$ cat src/rtl/alu_arbiter_if.sv
// alu_arbiter_if: request/response channels between two requesters and alu_arbiter
interface alu_arbiter_if;
  logic       req0_valid, req1_valid, req0_ready, req1_ready;
  logic [7:0] req0_a, req0_b, req0_op, req1_a, req1_b, req1_op;
  logic       rsp0_valid, rsp1_valid, rsp0_ready, rsp1_ready;
  logic [7:0] rsp_x, rsp_flags;
  logic       rsp_err;
  modport master (
    output req0_valid, req1_valid, req0_a, req0_b, req0_op, req1_a, req1_b, req1_op,
    output rsp0_ready, rsp1_ready,
    input  req0_ready, req1_ready, rsp0_valid, rsp1_valid, rsp_x, rsp_flags, rsp_err
  );
  modport slave (
    input  req0_valid, req1_valid, req0_a, req0_b, req0_op, req1_a, req1_b, req1_op,
    input  rsp0_ready, rsp1_ready,
    output req0_ready, req1_ready, rsp0_valid, rsp1_valid, rsp_x, rsp_flags, rsp_err
  );
endinterface

$ cat src/rtl/alu_arbiter.sv
// alu_arbiter: shares one 8-bit ALU between two requesters; define ALU_ARB_RR_EN for round-robin, else req0 has fixed priority
module alu_arbiter #(
  parameter int SETTLE_CYCLES = 1
) (
  input  logic         clk,
  input  logic         rst_n,
  alu_arbiter_if.slave bus,
  output logic [7:0]   alu_a,
  output logic [7:0]   alu_b,
  output logic [7:0]   alu_sel,
  input  logic [7:0]   alu_x,
  input  logic [7:0]   alu_flags,
  output logic [7:0]   flags_q,
  output logic         busy
);
  localparam logic [1:0] IDLE = 2'd0, ISSUE = 2'd1, RESP = 2'd2;
  logic [1:0] state_q, state_d;
  logic [7:0] a_q, a_d, b_q, b_d, op_q, op_d, x_q, x_d, fl_q, fl_d, flags_d, in_op;
  logic [3:0] cnt_q, cnt_d;
  logic       owner_q, owner_d, err_q, err_d;
  logic       idle, gnt1, acc, legal, cap, rsp_hs;
`ifdef ALU_ARB_RR_EN
  logic       last_q, last_d;
  assign gnt1 = bus.req1_valid && (!bus.req0_valid || !last_q);
`else
  assign gnt1 = bus.req1_valid && !bus.req0_valid;
`endif
  assign idle           = rst_n && state_q == IDLE;
  assign bus.req0_ready = idle && bus.req0_valid && !gnt1;
  assign bus.req1_ready = idle && gnt1;
  assign acc            = bus.req0_ready || bus.req1_ready;
  assign in_op          = gnt1 ? bus.req1_op : bus.req0_op;
  assign legal          = (in_op >= 8'h01 && in_op <= 8'h0F) || in_op == 8'h80;
  assign cap            = state_q == ISSUE && cnt_q == 4'd0;
  assign rsp_hs         = state_q == RESP && (owner_q ? bus.rsp1_ready : bus.rsp0_ready);
  always_comb begin
    state_d = acc ? (legal ? ISSUE : RESP) : cap ? RESP : rsp_hs ? IDLE : state_q;
    a_d     = acc ? (gnt1 ? bus.req1_a : bus.req0_a) : a_q;
    b_d     = acc ? (gnt1 ? bus.req1_b : bus.req0_b) : b_q;
    op_d    = acc ? in_op : op_q;
    owner_d = acc ? gnt1 : owner_q;
    cnt_d   = acc ? 4'(SETTLE_CYCLES - 1) : state_q == ISSUE ? cnt_q - 4'd1 : cnt_q;
    x_d     = cap ? alu_x : acc ? 8'h00 : x_q;
    fl_d    = cap ? alu_flags : acc ? 8'h00 : fl_q;
    err_d   = acc ? !legal : err_q;
    flags_d = (cap && op_q != 8'h80) ? alu_flags : flags_q;
`ifdef ALU_ARB_RR_EN
    last_d  = acc ? gnt1 : last_q;
`endif
  end
  always_ff @(posedge clk) begin
    if (!rst_n) begin
      state_q <= IDLE;
      a_q     <= '0;
      b_q     <= '0;
      op_q    <= '0;
      owner_q <= 1'b0;
      cnt_q   <= '0;
      x_q     <= '0;
      fl_q    <= '0;
      err_q   <= 1'b0;
      flags_q <= '0;
`ifdef ALU_ARB_RR_EN
      last_q  <= 1'b1;
`endif
    end else begin
      state_q <= state_d;
      a_q     <= a_d;
      b_q     <= b_d;
      op_q    <= op_d;
      owner_q <= owner_d;
      cnt_q   <= cnt_d;
      x_q     <= x_d;
      fl_q    <= fl_d;
      err_q   <= err_d;
      flags_q <= flags_d;
`ifdef ALU_ARB_RR_EN
      last_q  <= last_d;
`endif
    end
  end
  assign bus.rsp0_valid = state_q == RESP && !owner_q;
  assign bus.rsp1_valid = state_q == RESP && owner_q;
  assign bus.rsp_x      = x_q;
  assign bus.rsp_flags  = fl_q;
  assign bus.rsp_err    = err_q;
  assign alu_a          = state_q == ISSUE ? a_q : 8'h00;
  assign alu_b          = state_q == ISSUE ? b_q : 8'h00;
  assign alu_sel        = state_q == ISSUE ? op_q : 8'h00;
  assign busy           = state_q != IDLE;
endmodule

$ cat src/flat_wrapper.sv
// flat-port wrapper written by rule: the top's interface ports become plain ports
module alu_arbiter_flat 
#(
  parameter int SETTLE_CYCLES = 1
)
  (clk, rst_n, alu_a, alu_b, alu_sel, alu_x, alu_flags, flags_q, busy, bus_req0_valid, bus_req1_valid, bus_req0_a, bus_req0_b, bus_req0_op, bus_req1_a, bus_req1_b, bus_req1_op, bus_rsp0_ready, bus_rsp1_ready, bus_req0_ready, bus_req1_ready, bus_rsp0_valid, bus_rsp1_valid, bus_rsp_x, bus_rsp_flags, bus_rsp_err);
  alu_arbiter_if bus_i ();
  input  logic clk;
  input  logic rst_n;
  output logic [7:0] alu_a;
  output logic [7:0] alu_b;
  output logic [7:0] alu_sel;
  input  logic [7:0] alu_x;
  input  logic [7:0] alu_flags;
  output logic [7:0] flags_q;
  output logic busy;
  input wire logic [$bits(bus_i.req0_valid)-1:0] bus_req0_valid;
  input wire logic [$bits(bus_i.req1_valid)-1:0] bus_req1_valid;
  input wire logic [$bits(bus_i.req0_a)-1:0] bus_req0_a;
  input wire logic [$bits(bus_i.req0_b)-1:0] bus_req0_b;
  input wire logic [$bits(bus_i.req0_op)-1:0] bus_req0_op;
  input wire logic [$bits(bus_i.req1_a)-1:0] bus_req1_a;
  input wire logic [$bits(bus_i.req1_b)-1:0] bus_req1_b;
  input wire logic [$bits(bus_i.req1_op)-1:0] bus_req1_op;
  input wire logic [$bits(bus_i.rsp0_ready)-1:0] bus_rsp0_ready;
  input wire logic [$bits(bus_i.rsp1_ready)-1:0] bus_rsp1_ready;
  output wire logic [$bits(bus_i.req0_ready)-1:0] bus_req0_ready;
  output wire logic [$bits(bus_i.req1_ready)-1:0] bus_req1_ready;
  output wire logic [$bits(bus_i.rsp0_valid)-1:0] bus_rsp0_valid;
  output wire logic [$bits(bus_i.rsp1_valid)-1:0] bus_rsp1_valid;
  output wire logic [$bits(bus_i.rsp_x)-1:0] bus_rsp_x;
  output wire logic [$bits(bus_i.rsp_flags)-1:0] bus_rsp_flags;
  output wire logic [$bits(bus_i.rsp_err)-1:0] bus_rsp_err;
  assign bus_i.req0_valid = bus_req0_valid;
  assign bus_i.req1_valid = bus_req1_valid;
  assign bus_i.req0_a = bus_req0_a;
  assign bus_i.req0_b = bus_req0_b;
  assign bus_i.req0_op = bus_req0_op;
  assign bus_i.req1_a = bus_req1_a;
  assign bus_i.req1_b = bus_req1_b;
  assign bus_i.req1_op = bus_req1_op;
  assign bus_i.rsp0_ready = bus_rsp0_ready;
  assign bus_i.rsp1_ready = bus_rsp1_ready;
  assign bus_req0_ready = bus_i.req0_ready;
  assign bus_req1_ready = bus_i.req1_ready;
  assign bus_rsp0_valid = bus_i.rsp0_valid;
  assign bus_rsp1_valid = bus_i.rsp1_valid;
  assign bus_rsp_x = bus_i.rsp_x;
  assign bus_rsp_flags = bus_i.rsp_flags;
  assign bus_rsp_err = bus_i.rsp_err;
  alu_arbiter #(.SETTLE_CYCLES(SETTLE_CYCLES)) u_core (.clk(clk), .rst_n(rst_n), .bus(bus_i), .alu_a(alu_a), .alu_b(alu_b), .alu_sel(alu_sel), .alu_x(alu_x), .alu_flags(alu_flags), .flags_q(flags_q), .busy(busy));
endmodule
$ cat config.mk
export PLATFORM = sky130hd
export DESIGN_NAME = alu_arbiter_flat
export DESIGN_NICKNAME = d
export VERILOG_FILES = /design/src/rtl/alu_arbiter_if.sv /design/src/rtl/alu_arbiter.sv /design/src/flat_wrapper.sv
export SDC_FILE = /design/constraint.sdc
export NUM_CORES = 1
export LEC_CHECK = 0
export ABC_AREA = 1
export BUFFER_PORTS_ARGS = -buffer_cell sky130_fd_sc_hd__buf_2
export CAP_MARGIN = 10
export CORE_ASPECT_RATIO = 1.5
export CORE_MARGIN = 1.5
export CORE_UTILIZATION = 42
export CTS_CLUSTER_SIZE = 12
export DETAILED_ROUTE_END_ITERATION = 8
export PLACE_DENSITY = 0.84
export SETUP_SLACK_MARGIN = 0.2
export SYNTH_ARGS = -nofsm -noshare
export SYNTH_HDL_FRONTEND = slang
export SYNTH_SLANG_ARGS = --single-unit
$ cat constraint.sdc
create_clock -name clk -period 1.15 [get_ports clk]
set_input_delay 0.115 -clock clk [delete_from_list [all_inputs] [get_ports clk]]
set_output_delay 0.115 -clock clk [all_outputs]
set_load 0.005 [all_outputs]
# Word level (Yosys, flattened, before mapping)
# Cells that the tools add are included.
# op_classes
n_reduce_logical	23
multipliers	0
n_mux	14
bitwise_logic	1
div_mod_pow	0
n_lt_le_gt_ge	2
add_sub_neg	1
shift	0
n_eq_ne	4
# op_table
operator	n
8-bit two-way mux	9
1-bit logical AND	11
8-bit == test, second input constant	1
8-bit by 1-bit >= comparator with 1-bit output, second input constant	1
8-bit by 4-bit less-or-equal comparator with 1-bit output, second input constant	1
2-bit two-way mux	4
8-bit inequality test, second input constant	1
1-bit zero test	4
4-bit zero test	1
2-bit nonzero test	2
4-bit by 1-bit subtractor with 4-bit output, second input constant	1
3-bit nonzero test	1
2-bit by 1-bit == test with 1-bit output, second input constant	1
2-bit == test, second input constant	1
2-bit zero test	1
1-bit logical OR	2
2-bit OR reduction	1
1-bit two-way mux	1
1-bit NOT	1
# totals
mem_bits_rw	0
rom_bits	0
out_inout_bits	54
wordCells	55
mem_count	0
latch_bits	0
regBits	56

# Logic depth before layout (Yosys ltp)
# Gate-level depths: netlist (run 1).
# logic_depth
depth_word	8
depth_mapped	11

# Least setup slack after synthesis (run 1)
# No wires, ideal clock.
# synth_path
path_kind	register -> register
startpoint	register u_core.cnt_q[0]
endpoint	register u_core.fl_q[0] (netlist: u_core.bus.rsp_flags[0])
path_buffers	1
path_stages_with_launch	7
setup_slack_ns	-0.110
period_less_slack_ns	1.260
arrival_ns	1.189
required_ns	1.079
path_cell_list	dfxtp_1 -> inv_1 -> ha_1 -> nand3_4 -> clkbuf_1 -> nand3_1 -> a21oi_1
# synth_via
elab_chain_len	3
# synth_lines
element	line_no	text
from (decl)	alu_arbiter.sv:19	logic [3:0] cnt_q, cnt_d;
from (signal assigned)	alu_arbiter.sv:72	cnt_q <= cnt_d;
4-bit zero test *	alu_arbiter.sv:34	assign cap = state_q == ISSUE && cnt_q == 4'd0;
1-bit logical AND *	alu_arbiter.sv:34	
8-bit two-way mux / 2-bit nonzero test (equally long branches)	--	
to (signal assigned)	alu_arbiter.sv:74	fl_q <= fl_d;
to (decl)	alu_arbiter.sv:18	logic [7:0] a_q, a_d, b_q, b_d, op_q, op_d, x_q, x_d, fl_q, fl_d, flags_d, in_op;
# Mark *: on every way between the ends. The rest lies on a longest branch, timed or not.
# A chain may end at the register's enable or synchronous reset.

# Final worst setup path (run 1)
# layout_path
startpoint	register u_core.state_q[1]
endpoint	register u_core.a_q[5]
# layout_via
elab_chain_len	5
# layout_lines
element	line_no	text
from (decl)	alu_arbiter.sv:17	logic [1:0] state_q, state_d;
from (signal assigned)	alu_arbiter.sv:67	state_q <= state_d;
2-bit zero test *	alu_arbiter.sv:28	assign idle = rst_n && state_q == IDLE;
1-bit logical AND *	alu_arbiter.sv:28	
1-bit logical AND (2 in a row)	alu_arbiter.sv:29	assign bus.req0_ready = idle && bus.req0_valid && !gnt1;
1-bit logical OR *	alu_arbiter.sv:31	assign acc = bus.req0_ready || bus.req1_ready;
to (signal assigned)	alu_arbiter.sv:54	a_q <= '0;
to (signal assigned)	alu_arbiter.sv:68	a_q <= a_d;
to (decl)	alu_arbiter.sv:18	
# Marks and branches as above.

==> results.env, run 1 <==
FINISH.INSTANCE_AREA_SQ_UM=4290
ARRIVAL_TIME_OF_DATA_AT_THE_CRITICAL_PATH_ENDPOINT_NS=1.69
WL_PER_CELL_UM=13.0
YOSYSTOPAREACELLSHARE=0.421
CAP_VIOLATIONS=0
FF2FF_PATH_DEPTH=9
DIE_HEIGHT_UM=100
CRITPATHREQUIREDTIME_NS=1.39
SYNTH_NETS=444
POSTROUTEWIRELENGTH_UM=7860
ROUTE.DETAILED.DRC=0
TIMING_HOLD_VIOLATIONS_FINAL=0
CLOCK_SINKS=56
CRITPATHKIND='reg2reg'
CLOCK_INSERTION_DELAY_WORST_SKEW_NS=0.32
CTSHOLDBUFFERS=0
SYNTHTOPCELLSBYAREA='sky130_fd_sc_hd__dfxtp_1 (42%), sky130_fd_sc_hd__nand2_1 (8.6%), sky130_fd_sc_hd__nand3_1 (7.7%)'
FAILED_CHECKS='negative setup slack'
INITIAL_DETAILED_ROUTING_VIOLATION_COUNT=103
WORST_HOLD_PATH.NUM_CELLS=3
NETLIST-CELL-TYPE-COUNT=32
PLACED_INSTS=578
GRT_MAX_DEGREE=37
CTS_TREE='built'
PWR_DENSITY_CELL_nW_PER_UM2=998
CRIT_FANOUT=11
CTS.PATH.MAX_BUFFERS=2
ASYNC_FLOP_SHARE=0
RESULT_OF_THE_RUN='finished with violations'
FINALSETUPTNS_NS=-17.84
INITIAL_ANTENNA_VIOLATION_COUNT=0
GRT.MET1_USAGE=0.251
CLKSLEWWORSTSETUPHOLDPATHS_NS=0.11
GLOBAL_ROUTE_WIRE_LENGTH_BEFORE_REPAIR_UM=12400
AREA.GROWTH.SYNTH_TO_FINAL_PCT=61.1
HTREEDEPTH=2
INITIAL_CORE_UTILIZATION=0.434
SYNTH_AREA_PER_CELL_SQ_UM=7.15
DETAIL_ROUTE.VIAS_PER_CELL=5.03
LAYOUT_WORST_PATH_CYCLE_SHARE=1.26
CLOCK-SKEW-FINAL_NS=0.0126
END_KIND='flip-flop'
FIRST_GLOBAL_VIAS=2952
IR_DROP_mV=0.912
SYNTH_AREA_SQ_UM=2660
STARTPOINT_TYPE='flip-flop'
SLEW_LIMIT_FAILS=0
GRT_OVERFLOW_TOTAL=0
TOTAL_LEAKAGE_POWER_nW=1.93
PORTION_OF_THE_POST_SYNTHESIS_AREA_USED_BY_SEQUENTIAL_ELEMENTS=0.421
GR-MAX-USAGE-LAYER='met2'
GR-USAGE-ALL-LAYERS=0.230
DRTANTENNAVIOLNETS=0
SYNTH_WARNINGS=0
COREAREA_SQ_UM=6130
NETS=601
FLOORPLAN.DIE_AREA_SQ_UM=6830
SYNTH_FLOP_CELL='sky130_fd_sc_hd__dfxtp_1'
YOSYS_REGISTER_BITS=56
FIRSTDRTPASSITERS=4
DETAILED_PLACE_HPWL_UM=5470
SYNTHTOPCELLSBYCOUNT='sky130_fd_sc_hd__nand2_1 (61), sky130_fd_sc_hd__dfxtp_1 (56), sky130_fd_sc_hd__nor2_1 (49)'
SYNTHMOSTINSTANTIATEDCELL='sky130_fd_sc_hd__nand2_1'
N_ANTENNA_CELL=0
PLACEMENTROWS=35
SETUP-VIOLATIONS-FINAL=85
MAXCLOCKFREQUENCY_MHz=691
PORTBUFFERS=123
MAX_SLEW_MARGIN=0.745
FINALCRITICALPERIOD_NS=1.45
VIA_COUNT=3040
POST_ROUTE_CELLS_DRIVE_ABOVE_1_SHARE=0.519
FILLERINSTANCES=473
NUMBER_OF_ENABLE_FLIP_FLOP_CELLS_AFTER_SYNTHESIS=0
FINALWORSTSETUPSLACK_NS=-0.297
WORSTMARGINPINSLEW_NS=0.383
CLOCKROOTBUFFER='sky130_fd_sc_hd__clkbuf_8'
CTS_INSERTED_BUFFERS=5
MIN_PATH_TYPE='in2reg'
PLACEMENT.CELL_AREA_SQ_UM=3740
TOTALPOWERFINAL_mW=4.28
FP.DIEW_UM=68.0
IO_PINS=124
STDCELL_COUNT=604
GRT_SETUP_UNREPAIRED='yes'
FINAL_CORE_UTILIZATION=0.699
MET3_TRACK_DEMAND_OVER_RESOURCE_IN_GLOBAL_ROUTING=0.0447
MET2_USAGE=0.432
SYNTH_TOP_CELL_BY_AREA='sky130_fd_sc_hd__dfxtp_1'
SYNTH_CELLS=372
GP_CONGESTION=0.741
-- power breakdown --
part	total, mW	switching [mW]	internal [mW]
sequential	2.12	0.0689	2.05
combinational	1.04	0.528	0.510
clock	1.12	0.675	0.446
total	4.28	1.27	3.00
-- layout by cell type (no fill, tap or decap), drive strengths merged --
cell type and n:
o31ai 1, nor2 54, nand2 70, a31oi 16
bufbuf 1, dfxtp 56, clkbuf 6, inv 40
buf 169, clkinv 4, ha 2, a21oi 27
xnor2 1, nand3 43, o21ai 35, or2 1
xor2 1, nor3 1, nor4 2
-- routing by layer --
metal  wire [um]  share of wire
met1        3030           0.38
met2        4250           0.54
met3         474          0.060
met4         106          0.013
met5           0              0
-- final timing paths --
path,from,to,slack [ns]
min reg2reg,u_core.bus.rsp_flags[6]$_SDFFE_PN0P_,u_core.bus.rsp_flags[6]$_SDFFE_PN0P_,0.48
max,u_core.state_q[1]$_SDFFE_PN0P_,u_core.a_q[5]$_SDFFE_PN0P_,-0.30
max reg2reg,u_core.state_q[1]$_SDFFE_PN0P_,u_core.a_q[5]$_SDFFE_PN0P_,-0.30
min,alu_flags[6],u_core.flags_q[6]$_SDFFE_PN0P_,0.04
-- flip-flops by register name, indices dropped and copies added (netlist names) --
| signal | cells |
|---|---|
| u_core.bus.rsp_flags | 8 |
| u_core.flags_q | 8 |
| u_core.owner_q | 1 |
| u_core.b_q | 8 |
| u_core.state_q | 2 |
| u_core.cnt_q | 4 |
| u_core.bus.rsp_err | 1 |
| u_core.op_q | 8 |
| u_core.a_q | 8 |
| u_core.bus.rsp_x | 8 |
-- logic make-up (layout without fill, tap and decap cells) --
logic type	Yosys count	after routing	share of synthesized area
xor gates and xnor gates	2	2	0.00659
AOI/OAI and AO/OA	79	79	0.163
DFF	56	56	0.421
buffers and inverters	63	220	0.112
and+or+nand+nor	170	171	0.288
adders and majority gates	2	2	0.00941
-- stage by stage --
step,setup WS [ns],hold slack [ns]
6_report,-0.297,0.0418
5_1_grt,-0.360,0.0485
4_1_cts,-0.264,0.0273
3_5_place_dp,-0.187,0.373
3_3_place_gp,-0.114,0.371
2_1_floorplan,-0.0205,0.261
-- worst max-delay path: stages (launching register included) --
cell,delay (ns)
sky130_fd_sc_hd__dfxtp_4,0.39
sky130_fd_sc_hd__inv_2,0.05
sky130_fd_sc_hd__nand2_4,0.08
sky130_fd_sc_hd__nor2_4,0.04
sky130_fd_sc_hd__buf_6,0.11
sky130_fd_sc_hd__o21ai_4,0.12
sky130_fd_sc_hd__clkinv_4,0.17
sky130_fd_sc_hd__buf_12,0.17
sky130_fd_sc_hd__buf_6,0.11
sky130_fd_sc_hd__a31oi_1,0.13
-- repair_timing --
action	4_1_cts	5_1_grt
pin swaps	10	7
hold endpoints to repair	0	0
buffers inserted	9	5
cloned	3	1
setup endpoints to repair	85	88
gates resized for setup	46	30
-- area by class of cell --
type                       count  area [sq um]  area share
timing repair buffer         171          1180       0.276
clock buffer                   5          68.8      0.0161
clock inverter                 3          26.3     0.00613
sequential                    56          1130       0.265
tap                           74          92.6      0.0216
inverter                      41           179      0.0418
multi-input combinational    254          1600       0.374
Note: power is estimated with default switching activity, not from simulation.
==> run 2: changes to the inputs <==
--- a/config.mk
+++ b/config.mk
@@ -15,6 +15,7 @@
 export DETAILED_ROUTE_END_ITERATION = 8
 export PLACE_DENSITY = 0.84
 export SETUP_SLACK_MARGIN = 0.2
+export SKIP_LAST_GASP = 1
 export SYNTH_ARGS = -nofsm -noshare
 export SYNTH_HDL_FRONTEND = slang
 export SYNTH_SLANG_ARGS = --single-unit
==> run 2 against run 1 <==
Net effect: the flow still finishes with violations (negative setup slack); combinational power decreased by 5%; register-to-register slack improved by 0.05 ns; hold slack improved by 0.0029 ns; count of clock-buffer cells in the layout did not move; power shrank 1.4%; cell area is 1.4% lower; critical path depth fell by 3; sequential share of layout area increased by 0.37 points; die area is the same; core utilization shrank 0.96 points; worst setup slack better by 0.022 ns; sequential power about the same; largest cell class unchanged.
==> results.env, run 2 (same netlist as run 1, synthesis figures left out) <==
CLOCKROOTBUFFER='sky130_fd_sc_hd__clkbuf_8'
N_ANTENNA_CELL=0
TIMING_HOLD_VIOLATIONS_FINAL=0
POSTROUTEWIRELENGTH_UM=7700
WORST_PATH_MOST_REPEATED_CELL='sky130_fd_sc_hd__nor2_4'
PLACEMENT_SETUP_SLACK_NS=-0.187
DRTANTENNAVIOLNETS=0
END_KIND='output port'
MOSTFREQUENTLAYOUTCELLS='sky130_fd_sc_hd__buf_2 (120), sky130_fd_sc_hd__nand2_1 (57), sky130_fd_sc_hd__dfxtp_1 (47), sky130_fd_sc_hd__buf_4 (32), sky130_fd_sc_hd__nand3_1 (31)'
MOST_COMMON_LIBRARY_CELL_IN_THE_LAYOUT_IGNORING_FILL_AND_TAPS='sky130_fd_sc_hd__buf_2'
INITIAL_DETAILED_ROUTING_VIOLATION_COUNT=106
FINAL_CORE_UTILIZATION=0.689
WL_MET3_UM=494
POST_ROUTE_CELLS_DRIVE_ABOVE_1_SHARE=0.517
MET2_ROUTED_LENGTH_UM=4170
CRIT_CHAIN='inv_4 > nor2_4 > inv_6 > buf_12 > nor2_4 > buf_2'
DIE_HEIGHT_UM=100
FP.DIEW_UM=68.0
FINALCRITICALPERIOD_NS=1.42
CRIT_FANOUT=11
FLOORPLAN.DIE_AREA_SQ_UM=6830
CRITPATHREQUIREDTIME_NS=1.03
CRITICAL_PATH.TOP_DELAY_FAMILY='buffers and inverters'
GR-USAGE-ALL-LAYERS=0.230
MAXCLOCKFREQUENCY_MHz=702
HOLD_SLACK_NS=0.0447
GLOBAL_ROUTE_WIRE_LENGTH_BEFORE_REPAIR_UM=12400
STDCELL_COUNT=602
TOTALPOWERFINAL_mW=4.22
TOTAL_LEAKAGE_POWER_nW=1.91
ROUTE.DETAILED.DRC=0
IO_PINS=124
MAX_STAGE_DELAY_NS=0.36
LAYOUT_WORST_PATH_CYCLE_SHARE=1.24
CP_SLOWEST_CELL='sky130_fd_sc_hd__dfxtp_2'
STARTPOINT_TYPE='flip-flop'
GP_CONGESTION=0.741
CTS.PATH.MAX_BUFFERS=2
TOP_ROUTING_LAYER_USED='met4'
GRT_OVERFLOW_TOTAL=0
HTREEDEPTH=2
CLOCK_INSERTION_DELAY_WORST_SKEW_NS=0.31
CAP_VIOLATIONS=0
VIA_COUNT=3001
FINALWORSTSETUPSLACK_NS=-0.274
CRITPATHKIND='reg2out'
PWR_DENSITY_CELL_nW_PER_UM2=997
CLOCK_SINKS=56
PLACED_INSTS=578
FAILED_CHECKS='negative setup slack'
WORSTMARGINPINSLEW_NS=0.370
MIN_PATH_TYPE='in2reg'
FILLERINSTANCES=484
DETAILED_PLACE_HPWL_UM=5470
MAX_SLEW_MARGIN=0.753
INITIAL_ANTENNA_VIOLATION_COUNT=0
FIRST_GLOBAL_VIAS=2949
CTS_INSERTED_BUFFERS=5
RESULT_OF_THE_RUN='finished with violations'
NETS=599
PLACEMENTROWS=35
CLOCK-SKEW-FINAL_NS=0.00956
INITIAL_CORE_UTILIZATION=0.434
AREA.GROWTH.SYNTH_TO_FINAL_PCT=58.9
PLACEMENT.CELL_AREA_SQ_UM=3740
CTS_TREE='built'
GRT_SETUP_UNREPAIRED='yes'
FIRSTDRTPASSITERS=4
REG2REG_SLACK_NS=-0.25
ARRIVAL_TIME_OF_DATA_AT_THE_CRITICAL_PATH_ENDPOINT_NS=1.31
SLEW_LIMIT_FAILS=0
FINISH.INSTANCE_AREA_SQ_UM=4230
ROUTEDLENGTHMET1_UM=2950
WORSTPATHBUFFERINVERTERCOUNT=4
COREAREA_SQ_UM=6130
SETUP-VIOLATIONS-FINAL=85
FINALSETUPTNS_NS=-16.48
IR_DROP_mV=0.881
PORTBUFFERS=123
DETAIL_ROUTE.VIAS_PER_CELL=4.99
CLKSLEWWORSTSETUPHOLDPATHS_NS=0.11
GRT_MAX_DEGREE=37
WL_PER_CELL_UM=12.8
## run 2: cell type report
class	instances	area (sq um)	area share
repair buffers	169	1130	0.269
well taps	74	92.6	0.0219
multi-input cells	254	1590	0.376
inverters	41	179	0.0423
flip-flops and latches	56	1130	0.269
clock buffers	5	68.8	0.0163
clock inverters	3	26.3	0.00622
## run 2: tightest hold or removal path: cells and delay by family
family | cells | cell delay, ns
compound gates | 1 | 0.06
simple gates | 1 | 0.07
buf+inv | 1 | 0.09
## run 2: routing by layer
metal,vias up,global-route usage
li1,1522,-
met1,1372,0.251
met2,99,0.432
met3,8,0.0447
met4,0,0.0646
met5,-,0
## run 2: report_power, final
group	leakage [nW]	internal, mW	total [mW]	switching [mW]
Sequential	0.461	2.05	2.11	0.0627
Clock	0.0487	0.445	1.11	0.669
Combinational	1.40	0.477	0.991	0.514
## run 2: final timing paths
check,from,to,cells past startpoint
worst max-delay path,u_core.state_q[0]$_SDFFE_PN0P_,alu_b[4],6
worst min-delay path,alu_flags[6],u_core.flags_q[6]$_SDFFE_PN0P_,3
worst max register to register,u_core.state_q[1]$_SDFFE_PN0P_,u_core.bus.rsp_err$_SDFFE_PN0P_,11
worst min register to register,u_core.bus.rsp_flags[6]$_SDFFE_PN0P_,u_core.bus.rsp_flags[6]$_SDFFE_PN0P_,2
## run 2: what timing repair did
action | 4_1_cts | 5_1_grt
hold buffers | 0 | 0
gates resized for setup | 43 | 23
pin swaps | 10 | 6
cloned | 3 | 0
setup endpoints to repair | 85 | 88
setup buffers | 9 | 4
hold endpoints to repair | 0 | 0
==> run 3: changes to the inputs <==
--- a/config.mk
+++ b/config.mk
@@ -14,6 +14,7 @@
 export CTS_CLUSTER_SIZE = 12
 export DETAILED_ROUTE_END_ITERATION = 8
 export PLACE_DENSITY = 0.84
+export RECOVER_POWER = 25
 export SETUP_SLACK_MARGIN = 0.2
 export SKIP_LAST_GASP = 1
 export SYNTH_ARGS = -nofsm -noshare
==> run 3 against run 2 <==
Net effect: the run still ends with negative setup slack left; cell count unchanged; critical endpoint unchanged; clock power about the same; wire length about the same; via count increased by 0.27%; cell area decreased by 0.15%; fmax about the same; worst setup slack about the same; power about the same; count of clock-buffer cells in the layout unchanged; register-to-register slack about the same.
==> results.env, run 3 (same netlist as run 1, synthesis figures left out) <==
CLOCK_SINKS=56
CAP_VIOLATIONS=0
PWR_DENSITY_CELL_nW_PER_UM2=999
DETAIL_ROUTE.VIAS_PER_CELL=5.00
MOSTFREQUENTLAYOUTCELLS='sky130_fd_sc_hd__buf_2 (117), sky130_fd_sc_hd__nand2_1 (57), sky130_fd_sc_hd__dfxtp_1 (49), sky130_fd_sc_hd__buf_4 (32), sky130_fd_sc_hd__nand3_1 (31)'
VIA_COUNT=3009
N_ANTENNA_CELL=0
CLKSLEWWORSTSETUPHOLDPATHS_NS=0.11
FINAL_CORE_UTILIZATION=0.688
GR-USAGE-ALL-LAYERS=0.230
POST_ROUTE_CELLS_DRIVE_ABOVE_1_SHARE=0.508
INITIAL_ANTENNA_VIOLATION_COUNT=0
INITIAL_DETAILED_ROUTING_VIOLATION_COUNT=106
MIN_PATH_TYPE='in2reg'
CLKPWRFRAC=0.264
RESULT_OF_THE_RUN='finished with violations'
FINALWORSTSETUPSLACK_NS=-0.274
DIE_HEIGHT_UM=100
CLOCKROOTBUFFER='sky130_fd_sc_hd__clkbuf_8'
IO_PINS=124
AREA.GROWTH.SYNTH_TO_FINAL_PCT=58.7
GRT_MAX_DEGREE=37
END_KIND='output port'
ROUTE.DETAILED.DRC=0
WORST_HOLD_PATH.NUM_CELLS=3
CRITICAL_PATH.TOP_DELAY_FAMILY='buffers and inverters'
CRIT_FANOUT=11
FIRSTDRTPASSITERS=4
CRITPATHKIND='reg2out'
DETAILED_PLACE_HPWL_UM=5470
INTERNAL_POWER_SUMMED_OVER_ALL_CELLS_mW=2.97
FAILED_CHECKS='negative setup slack'
CP_SLOWEST_CELL='sky130_fd_sc_hd__dfxtp_2'
IR_DROP_mV=0.881
PORTBUFFERS=123
NETS=599
TOTAL_LEAKAGE_POWER_nW=1.90
CTS_INSERTED_BUFFERS=5
COMBINATIONALPOWERSHARE=0.235
CRIT_CHAIN='inv_4 > nor2_4 > inv_6 > buf_12 > nor2_4 > buf_2'
WORSTMARGINPINSLEW_NS=0.371
MOST_COMMON_LIBRARY_CELL_IN_THE_LAYOUT_IGNORING_FILL_AND_TAPS='sky130_fd_sc_hd__buf_2'
SETUP-VIOLATIONS-FINAL=85
CTS_TREE='built'
WORST_PATH_MOST_REPEATED_CELL='sky130_fd_sc_hd__nor2_4'
GRT_OVERFLOW_TOTAL=0
GLOBAL_ROUTE_WIRE_LENGTH_BEFORE_REPAIR_UM=12400
P_SWITCHING_mW=1.25
HTREEDEPTH=2
MAXCLOCKFREQUENCY_MHz=702
GP_CONGESTION=0.741
FINISH.INSTANCE_AREA_SQ_UM=4220
CRITPATHREQUIREDTIME_NS=1.03
INITIAL_CORE_UTILIZATION=0.434
ARRIVAL_TIME_OF_DATA_AT_THE_CRITICAL_PATH_ENDPOINT_NS=1.31
WORST-PATH-STAGES=6
PLACEMENT_SETUP_SLACK_NS=-0.187
CLOCK-SKEW-FINAL_NS=0.00956
COREAREA_SQ_UM=6130
TIMING_HOLD_VIOLATIONS_FINAL=0
CLOCK_INSERTION_DELAY_WORST_SKEW_NS=0.31
SLEW_LIMIT_FAILS=0
FIRST_GLOBAL_VIAS=2949
CTS.PATH.MAX_BUFFERS=2
FF2FF_PATH_DEPTH=11
PLACEMENT.CELL_AREA_SQ_UM=3740
FILLERINSTANCES=489
WORSTPATHBUFFERINVERTERCOUNT=4
PLACEMENTROWS=35
FINALSETUPTNS_NS=-16.47
GRT_SETUP_UNREPAIRED='yes'
FP.DIEW_UM=68.0
FLOORPLAN.DIE_AREA_SQ_UM=6830
MAX_STAGE_DELAY_NS=0.36
STARTPOINT_TYPE='flip-flop'
DRTANTENNAVIOLNETS=0
SWSHARE=0.296
MAX_SLEW_MARGIN=0.753
POSTROUTEWIRELENGTH_UM=7710
SHARE_SEQ_OF_TOTAL_POWER=0.501
FINALCRITICALPERIOD_NS=1.42
LAYOUT_WORST_PATH_CYCLE_SHARE=1.24
WL_PER_CELL_UM=12.8
-- run 3: cell count changes in the layout (fill, tap and decap cells not counted), sizes merged --
cell / delta
buf: -3
clkbuf: +3
-- run 3: power groups by stage --
| stage | Combinational (mW) | Clock (mW) | Sequential [mW] |
|---|---|---|---|
| 2_1_floorplan | 0.481 | 0 | 2.14 |
| 3_3_place_gp | 0.768 | 0 | 2.14 |
| 3_5_place_dp | 0.786 | 0 | 2.15 |
| 4_1_cts | 0.938 | 1.15 | 2.11 |
| 5_1_grt | 1.08 | 1.22 | 2.12 |
| 6_report | 0.990 | 1.11 | 2.11 |
-- run 3: worst reg2reg max path, stage by stage, from the launching register on --
cell and delay, ns:
sky130_fd_sc_hd__dfxtp_4 0.38, sky130_fd_sc_hd__inv_2 0.06, sky130_fd_sc_hd__nand2_4 0.06, sky130_fd_sc_hd__nor2_4 0.10
sky130_fd_sc_hd__buf_6 0.11, sky130_fd_sc_hd__o21ai_4 0.09, sky130_fd_sc_hd__inv_4 0.12, sky130_fd_sc_hd__nand2_2 0.06
sky130_fd_sc_hd__nor2_2 0.11, sky130_fd_sc_hd__nand2_2 0.09, sky130_fd_sc_hd__nand2_1 0.09, sky130_fd_sc_hd__nor2_2 0.03
-- run 3: area by class of cell --
class,count,area (sq um),share of cell area
Clock inverter,3,26.3,0.00623
Timing Repair Buffer,169,1130,0.268
Multi-Input combinational cell,254,1590,0.377
Sequential cell,56,1130,0.268
Tap cell,74,92.6,0.0219
Clock buffer,5,68.8,0.0163
Inverter,41,179,0.0424
-- run 3: path summary, 6_finish.rpt --
path	start	to	slack, ns
worst max-delay path	u_core.state_q[0]$_SDFFE_PN0P_	alu_b[4]	-0.27
worst min-delay path	alu_flags[6]	u_core.flags_q[6]$_SDFFE_PN0P_	0.04
worst max register to register	u_core.state_q[1]$_SDFFE_PN0P_	u_core.bus.rsp_err$_SDFFE_PN0P_	-0.25
worst min register to register	u_core.bus.rsp_flags[6]$_SDFFE_PN0P_	u_core.bus.rsp_flags[6]$_SDFFE_PN0P_	0.48
-- run 3: routing by layer --
layer	share of wire	up-vias	track usage
li1	-	1523	-
met2	0.54	101	0.432
met5	0	-	0
met1	0.38	1377	0.251
met3	0.064	8	0.0447
met4	0.012	0	0.0646
-- run 3: stage by stage --
| step | power (mW) | hold slack (ns) | cells |
|---|---|---|---|
| 5_1_grt | 4.42 | 0.0480 | 602 |
| 3_5_place_dp | 2.93 | 0.373 | 578 |
| 6_report | 4.21 | 0.0447 | 602 |
| 2_1_floorplan | 2.62 | 0.261 | 372 |
| 4_1_cts | 4.20 | 0.0273 | 598 |
| 3_3_place_gp | 2.91 | 0.371 | 578 |
-- run 3: timing repair --
action                                  4_1_cts  5_1_grt
endpoints found under the setup margin       85       88
gates cloned                                  3        0
hold buffers                                  0        0
pin swaps                                    10        6
buffers inserted                              9        4
resized for setup                            43       23
